**src/rtl/lif_neuron_array.sv**
```systemverilog
// lif_neuron_array: neuron array with saturating integrate, leak, sign-compare or LIF fire, spike counting and argmax classification
module lif_neuron_array #(
  parameter int NUM_NEURONS = 16,
  parameter int STIM_W      = 16,
  parameter int POT_W       = 20,
  parameter int CNT_W       = 8,
  parameter int REFRAC_W    = 4,
  parameter int IDX_W       = 4
) (
  input  logic                       clk,
  input  logic                       rst,
  input  logic                       mode,
  input  logic signed [POT_W-1:0]    threshold,
  input  logic [3:0]                 leak_shift,
  input  logic [REFRAC_W-1:0]        refrac_len,
  input  logic                       stim_valid,
  input  logic signed [STIM_W-1:0]   stimuli,
  input  logic [NUM_NEURONS-1:0]     connection,
  input  logic                       leak_tick,
  input  logic                       picture_done,
  output logic [NUM_NEURONS-1:0]     spike_o,
  output logic [IDX_W-1:0]           class_o,
  output logic                       class_valid
);
  logic signed [POT_W-1:0] pot    [NUM_NEURONS];
  logic signed [POT_W-1:0] pot_n  [NUM_NEURONS];
  logic signed [POT_W-1:0] p_new  [NUM_NEURONS];
  logic [CNT_W-1:0]        cnt    [NUM_NEURONS];
  logic [CNT_W-1:0]        cnt_n  [NUM_NEURONS];
  logic [REFRAC_W-1:0]     refr   [NUM_NEURONS];
  logic [REFRAC_W-1:0]     refr_n [NUM_NEURONS];
  logic [NUM_NEURONS-1:0]  blk, integ, ge, fire, rise, spk_n;
  logic [IDX_W-1:0]        best_idx;
  logic [CNT_W-1:0]        best_cnt;

  // One extra bit catches overflow; the clamp pins to the nearest rail
  function automatic logic signed [POT_W-1:0] sat_add(input logic signed [POT_W-1:0] p,
                                                      input logic signed [STIM_W-1:0] s);
    logic [POT_W:0] sum;
    sum = {p[POT_W-1], p} + {{(POT_W+1-STIM_W){s[STIM_W-1]}}, s};
    return (sum[POT_W] != sum[POT_W-1]) ? {sum[POT_W], {(POT_W-1){~sum[POT_W]}}} : sum[POT_W-1:0];
  endfunction

  always_comb begin
    for (int i = 0; i < NUM_NEURONS; i++) begin
      blk[i]    = mode && refr[i] != '0;
      integ[i]  = stim_valid && connection[i] && !blk[i];
      p_new[i]  = integ[i] ? sat_add(pot[i], stimuli)
                : (!stim_valid && leak_tick && !blk[i] && leak_shift != 4'd0) ? pot[i] - (pot[i] >>> leak_shift)
                : pot[i];
      ge[i]     = p_new[i] >= threshold;
      fire[i]   = mode && integ[i] && ge[i];
      rise[i]   = mode ? fire[i] : ge[i] && !spike_o[i];
      spk_n[i]  = !picture_done && (mode ? fire[i] : ge[i]);
      pot_n[i]  = (picture_done || fire[i]) ? '0 : p_new[i];
      cnt_n[i]  = picture_done ? '0 : (rise[i] && cnt[i] != '1) ? cnt[i] + 1'b1 : cnt[i];
      refr_n[i] = picture_done ? '0 : fire[i] ? refrac_len : (refr[i] != '0) ? refr[i] - 1'b1 : refr[i];
    end
  end

  // Strict greater-than keeps the lowest index on ties
  always_comb begin
    best_idx = '0;
    best_cnt = cnt[0];
    for (int i = 1; i < NUM_NEURONS; i++) begin
      if (cnt[i] > best_cnt) begin
        best_cnt = cnt[i];
        best_idx = IDX_W'(i);
      end
    end
  end

  always_ff @(posedge clk or negedge rst) begin
    if (!rst) begin
      pot         <= '{default: '0};
      cnt         <= '{default: '0};
      refr        <= '{default: '0};
      spike_o     <= '0;
      class_o     <= '0;
      class_valid <= 1'b0;
    end else begin
      pot         <= pot_n;
      cnt         <= cnt_n;
      refr        <= refr_n;
      spike_o     <= spk_n;
      class_valid <= picture_done;
      class_o     <= picture_done ? best_idx : class_o;
    end
  end
endmodule

```
**config.mk**
```make
export PLATFORM = sky130hd
export DESIGN_NAME = lif_neuron_array
export DESIGN_NICKNAME = d
export VERILOG_FILES = /design/src/rtl/lif_neuron_array.sv
export SDC_FILE = /design/constraint.sdc
export NUM_CORES = 2
export LEC_CHECK = 0
export CAP_MARGIN = 20
export CORE_MARGIN = 4
export CORE_UTILIZATION = 35
export CTS_BUF_LIST = sky130_fd_sc_hd__clkbuf_8
export CTS_CLUSTER_DIAMETER = 150
export DETAILED_ROUTE_END_ITERATION = 10
export HOLD_SLACK_MARGIN = 0.08
export SLEW_MARGIN = 40
export SYNTH_ARGS = -nofsm -noshare
export SYNTH_HDL_FRONTEND = slang
export SYNTH_SLANG_ARGS = --single-unit
```
**constraint.sdc**
```tcl
create_clock -name clk -period 31.1 [get_ports clk]
set_input_delay 6.22 -clock clk [delete_from_list [all_inputs] [get_ports clk]]
set_output_delay 6.22 -clock clk [all_outputs]
set_load 0.01 [all_outputs]
```
Word level (Yosys, flattened, before mapping)

Cells that the tools add are included.

Flip-flop bits (word level): 533
Input port bits: 66
Output and inout bits: 21

Add/subtract/negate cells: 64
Order comparisons: 31
Eq/ne operators: 32
Shift-type cells: 16
Mux-type cells: 205
Bitwise logic cells: 16
Reduce and logical (&&, ||, !) cells: 260

Operators by type and width:

| cell                  | count |
|---|---|
| $mux W20              | 64 |
| $mux W8               | 46 |
| $add A20 B16 Y21      | 16 |
| $ge A20 B20 Y1        | 16 |
| $sshr A20 B4 Y20      | 16 |
| $sub A20 B20 Y20      | 16 |
| $mux W4               | 61 |
| $logic_and A1 B1 Y1   | 161 |
| $add A8 B1 Y8 const B | 16 |
| $ne A8 B8 Y1 const B  | 16 |
| $gt A8 B8 Y1          | 15 |
| $reduce_bool A4 Y1    | 17 |
| $sub A4 B1 Y4 const B | 16 |
| $reduce_bool A3 Y1    | 16 |
| $logic_not A1 Y1      | 34 |
| $mux W1               | 33 |
| $reduce_bool A2 Y1    | 16 |
| $logic_or A1 B1 Y1    | 16 |
| $ne A1 B1 Y1          | 16 |
| $not A1 Y1            | 16 |
| $mux W2               | 1 |

Depth between registers and ports, before layout

Word-level depth: 30
Gate-level depth with buffers: 166

Worst setup path after synthesis

OpenSTA, ideal clock, no wires.

Path type: reg2reg
From: register cnt[113] (netlist name)
To: register class_o[3]
Arrival time: 27.493 ns
Required time: 30.975 ns
Slack: 3.482 ns
Stages on the path, launching flop included: 154
Period minus slack after synthesis: 27.618 ns
Cell sequence: dfrtp_1 > ha_1 > nor2b_1 > o211ai_1 > a21oi_1 > o21ai_1 > mux2i_1 > ha_1 > nor2b_4 > or3_1 > a311o_1 > or3_4 > or2_4 > nand3_1 > clkbuf_1 > nor2_1 > a21oi_1 > inv_1 > [118 not listed] > o21a_1 > o21a_1 > o21ai_0 > a21oi_1 > a211oi_1 > a21oi_1 > clkbuf_1 > a221oi_1 > ha_1 > nand3_1 > o22ai_1 > o21ai_0 > a21oi_1 > a211oi_1 > o21ai_0 > nor2_1 > and3_1 > a21oi_1

Cells in the longest elaborated chain, start to end: 30

Ends and longest elaborated chain:

| item                     | RTL line | RTL |
|---|---|---|
| start: declaration       | 28       | `logic [CNT_W-1:0] cnt [NUM_NEURONS];` |
| start signal: assignment | 83       | `cnt <= cnt_n;` |
| $gt A8 B8 Y1             | 66       | `if (cnt[i] > best_cnt) begin` |
| $mux W8 (*)              | 66       |  |
| $gt A8 B8 Y1             | 66       |  |
| $mux W8 (*)              | 66       |  |
| $gt A8 B8 Y1             | 66       |  |
| $mux W8 (*)              | 66       |  |
| $gt A8 B8 Y1             | 66       |  |
| $mux W8                  | 66       |  |
| [14 not listed]          | -        |  |
| $gt A8 B8 Y1             | 66       |  |
| $mux W8                  | 66       |  |
| $gt A8 B8 Y1             | 66       |  |
| $mux W8                  | 66       |  |
| $gt A8 B8 Y1             | 66       |  |
| $mux W8                  | 66       |  |
| $gt A8 B8 Y1             | 66       |  |
| $mux W4 (*)              | 66       |  |
| end signal: assignment   | 87       | `class_o <= picture_done ? best_idx : class_o;` |
| end: declaration         | 22       | `output logic [IDX_W-1:0] class_o,` |

Every way passes the cells marked *; elsewhere a longest branch is shown, timed or not.
A chain may end at the register's enable or synchronous reset.

Final worst setup path

From: register cnt[113] (netlist name)
To: register class_o[2]

The elaborated chain is that of the path after synthesis.

==> flow_summary.ini <==
[synth]
synth.area.top_cells = ha_1, dfrtp_1, a21oi_1, xnor2_1, mux2i_1
synth-edff-count = 0
ys_ff_latch = 533
avgSynthCellArea_um2 = 7.72
post_synth_num_cell_types = 90
syn_area_mm2 = 0.0763
synth_top_area_frac = 0.186
syn_inst = 9876
syn_nets = 11100
async_reset_ff_frac = 1.00
ys.warnings.count = 0
ys_seq_area_frac = 0.175
synth_ff_type = dfrtp_1
yosysTopAreaCell = ha_1

[floorplanning]
num_rows = 171
die_area_mm2 = 0.225
fp.dieW_um = 475
io_pins = 87
start_util = 0.352
core-area_mm2 = 0.217
die_y_um = 475

[setup_path]
critical_path_arrival_ns = 29.62
r2r_cells = 139
required_ns = 31.83
cp.depth = 139
path_delay_family = compound AO/OA/AOI/OAI gates
path_class = reg2reg
cp.buffers_inverters = 13
cp_common_cell = ha_1
crit_slowest_cell = o21ai_0
slowest_delay_ns = 0.52
end_kind = flip-flop
crit_path_start_kind = flip-flop
cp_max_fo = 19

[clock_tree]
clockBufferDepth = 3
clock_sinks = 533
clock_latency_ns = 0.91
cts_tree = yes
htree_num_levels = 3
clkTransAtPathRegs_ns = 0.06
cts_root_buffer = clkbuf_8
cts_made_buffers = 108
hold_buffers = 0

[grt]
grt_pass1_wl_um = 411000
antenna_found_initial = 15
track_usage = 0.231
grt_max_degree = 131
gr-total-overflow = 0
grt_pass1_vias = 71100

[routing]
drcViolationCount = 0
wire_per_inst_um = 21.0
viasPerCell = 5.71
ant_nets = 0
wl_um = 267000
drtIter0Drc = 5888
vias = 72500
drt_pass1_iterations = 5

[flow_run]
max_cap_viol_count = 0

[sta]
fin_crit_sh = 0.929
slew_headroom = 0.411
finClkSkew_ns = 0.0600
min_period_ns = 28.88
fmax_mhz = 34.6
tightest_slew_ns = 0.884
setup_viol = 0
finalHoldViolations = 0
tns_ns = 0
finalMaxSlewViolations = 0

[place]
gp_congestion = 0.890
dp_hpwl_um = 184000
portBuffers = 86

[hold_path]
whs_path_depth = 2
hp-class = reg2reg

[layout]
area_growth_pct = 8.70
utilization = 0.382
fin_nets = 11000
drive_gt1_frac = 0.0688
nFillCells = 22400

[outcome]
status = finished clean
## worst reg2reg max path, delay by kind of cell, from the launching register on
family	cells	cell delay [ns]
DFF	1	0.43
muxes	7	2.06
adders and majority gates	15	4.42
AOI/OAI and AO/OA	63	12.41
and+or+nand+nor	41	8.14
buffers and inverters	13	1.31
## timing repair
| action | in CTS | in global routing |
|---|---|---|
| endpoints found under the setup margin | 4 | 4 |
| endpoints found under the hold margin | 0 | 0 |
| gates cloned | 0 | 0 |
| setup buffers | 3 | 14 |
| resized for setup | 3 | 36 |
| pin swaps | 1 | 5 |
## metrics by stage
step	worst slack, ns	std cells	hold slack [ns]	area [um2]
6_report	2.22	12700	0.552	82900
5_1_grt	-0.0601	12700	0.578	82900
4_1_cts	0.0849	12700	0.552	82500
3_5_place_dp	-0.603	12500	0.536	80100
3_3_place_gp	0.0676	12500	0.521	79900
2_1_floorplan	3.48	9876	0.531	76300
## final cells by class
type | instances | area (um2) | share of cell area
Multi-Input combinational cell | 8209 | 59000 | 0.712
Sequential cell | 533 | 13300 | 0.161
Tap cell | 2854 | 3570 | 0.0431
Inverter | 666 | 2530 | 0.0305
Timing Repair Buffer | 232 | 2070 | 0.0250
Clock buffer | 136 | 1870 | 0.0226
Clock inverter | 67 | 499 | 0.00602
Antenna cell | 11 | 27.5 | 0.000332
## synthesized netlist by cell type, types with 74 or more instances
cell type / n
mux2_2: 127
xor2_1: 85
clkbuf_1: 398
mux2i_1: 438
nand3_1: 108
dfrtp_1: 533
a21oi_1: 1215
a211oi_1: 241
inv_1: 652
nor2_1: 660
nand2_1: 958
o21ai_0: 714
nand2b_1: 107
xnor2_1: 541
nor2b_1: 433
nor3_1: 74
ha_1: 1132
a21o_1: 143
o21bai_1: 378
nand4_1: 122
## per-layer routing
metal	part of all wire	up-vias	GRT usage
li1	-	35000	-
met1	0.44	34700	0.303
met2	0.44	2264	0.369
met3	0.074	520	0.0421
met4	0.050	8	0.103
met5	0.00021	-	0
## placed cells by master (no fill, tap or decap), types with 43 or more instances in the layout
cell type and instances:
xor2_1 85, xnor2_1 541, clkdlybuf4s50_1 60, o21ai_0 709, mux4_2 47, dfrtp_1 533, nor3_1 73, nand3_1 100
a31oi_1 51, or3_1 48, inv_1 657, a21o_1 143, nand2b_1 107, o31a_1 61, nor2_1 651, a211oi_1 238
a21oi_1 1212, o21bai_1 378, mux2i_1 437, o311ai_0 43, ha_1 1132, mux2_2 127, nand4_1 122, nor2b_1 430
clkbuf_8 136, buf_4 139, nand2_1 956
## cells by family (layout without fill, tap and decap cells)
logic type,Yosys count,in the layout,share of synthesized area
compound gates,3085,3085,0.243
xor+xnor,626,626,0.0719
fa+ha+maj,1165,1165,0.194
buf+inv,1134,1101,0.0561
flops,533,533,0.175
mux,614,614,0.0904
other cells,0,11,0
simple gates,2719,2719,0.169
## sequential cells by signal (all words and copies together) (netlist names)
register,cells
refr,64
class_o,4
cnt,128
pot,320
spike_o,16
class_valid,1
## final timing paths
| kind | startpoint | endpoint | slack, ns |
|---|---|---|---|
| hold reg to reg | class_o[1] | class_o[1] | 0.55 |
| max in group asynchronous | rst | cnt[48] | 23.57 |
| hold / removal | class_o[1] | class_o[1] | 0.55 |
| min in group asynchronous | rst | pot[167] | 5.22 |
| setup reg to reg | cnt[113] | class_o[2] | 2.22 |
| setup / recovery | cnt[113] | class_o[2] | 2.22 |
Power is left out: the tool's default activity adds up to more than one toggle a clock period on the data nets, which glitch-free logic cannot reach.
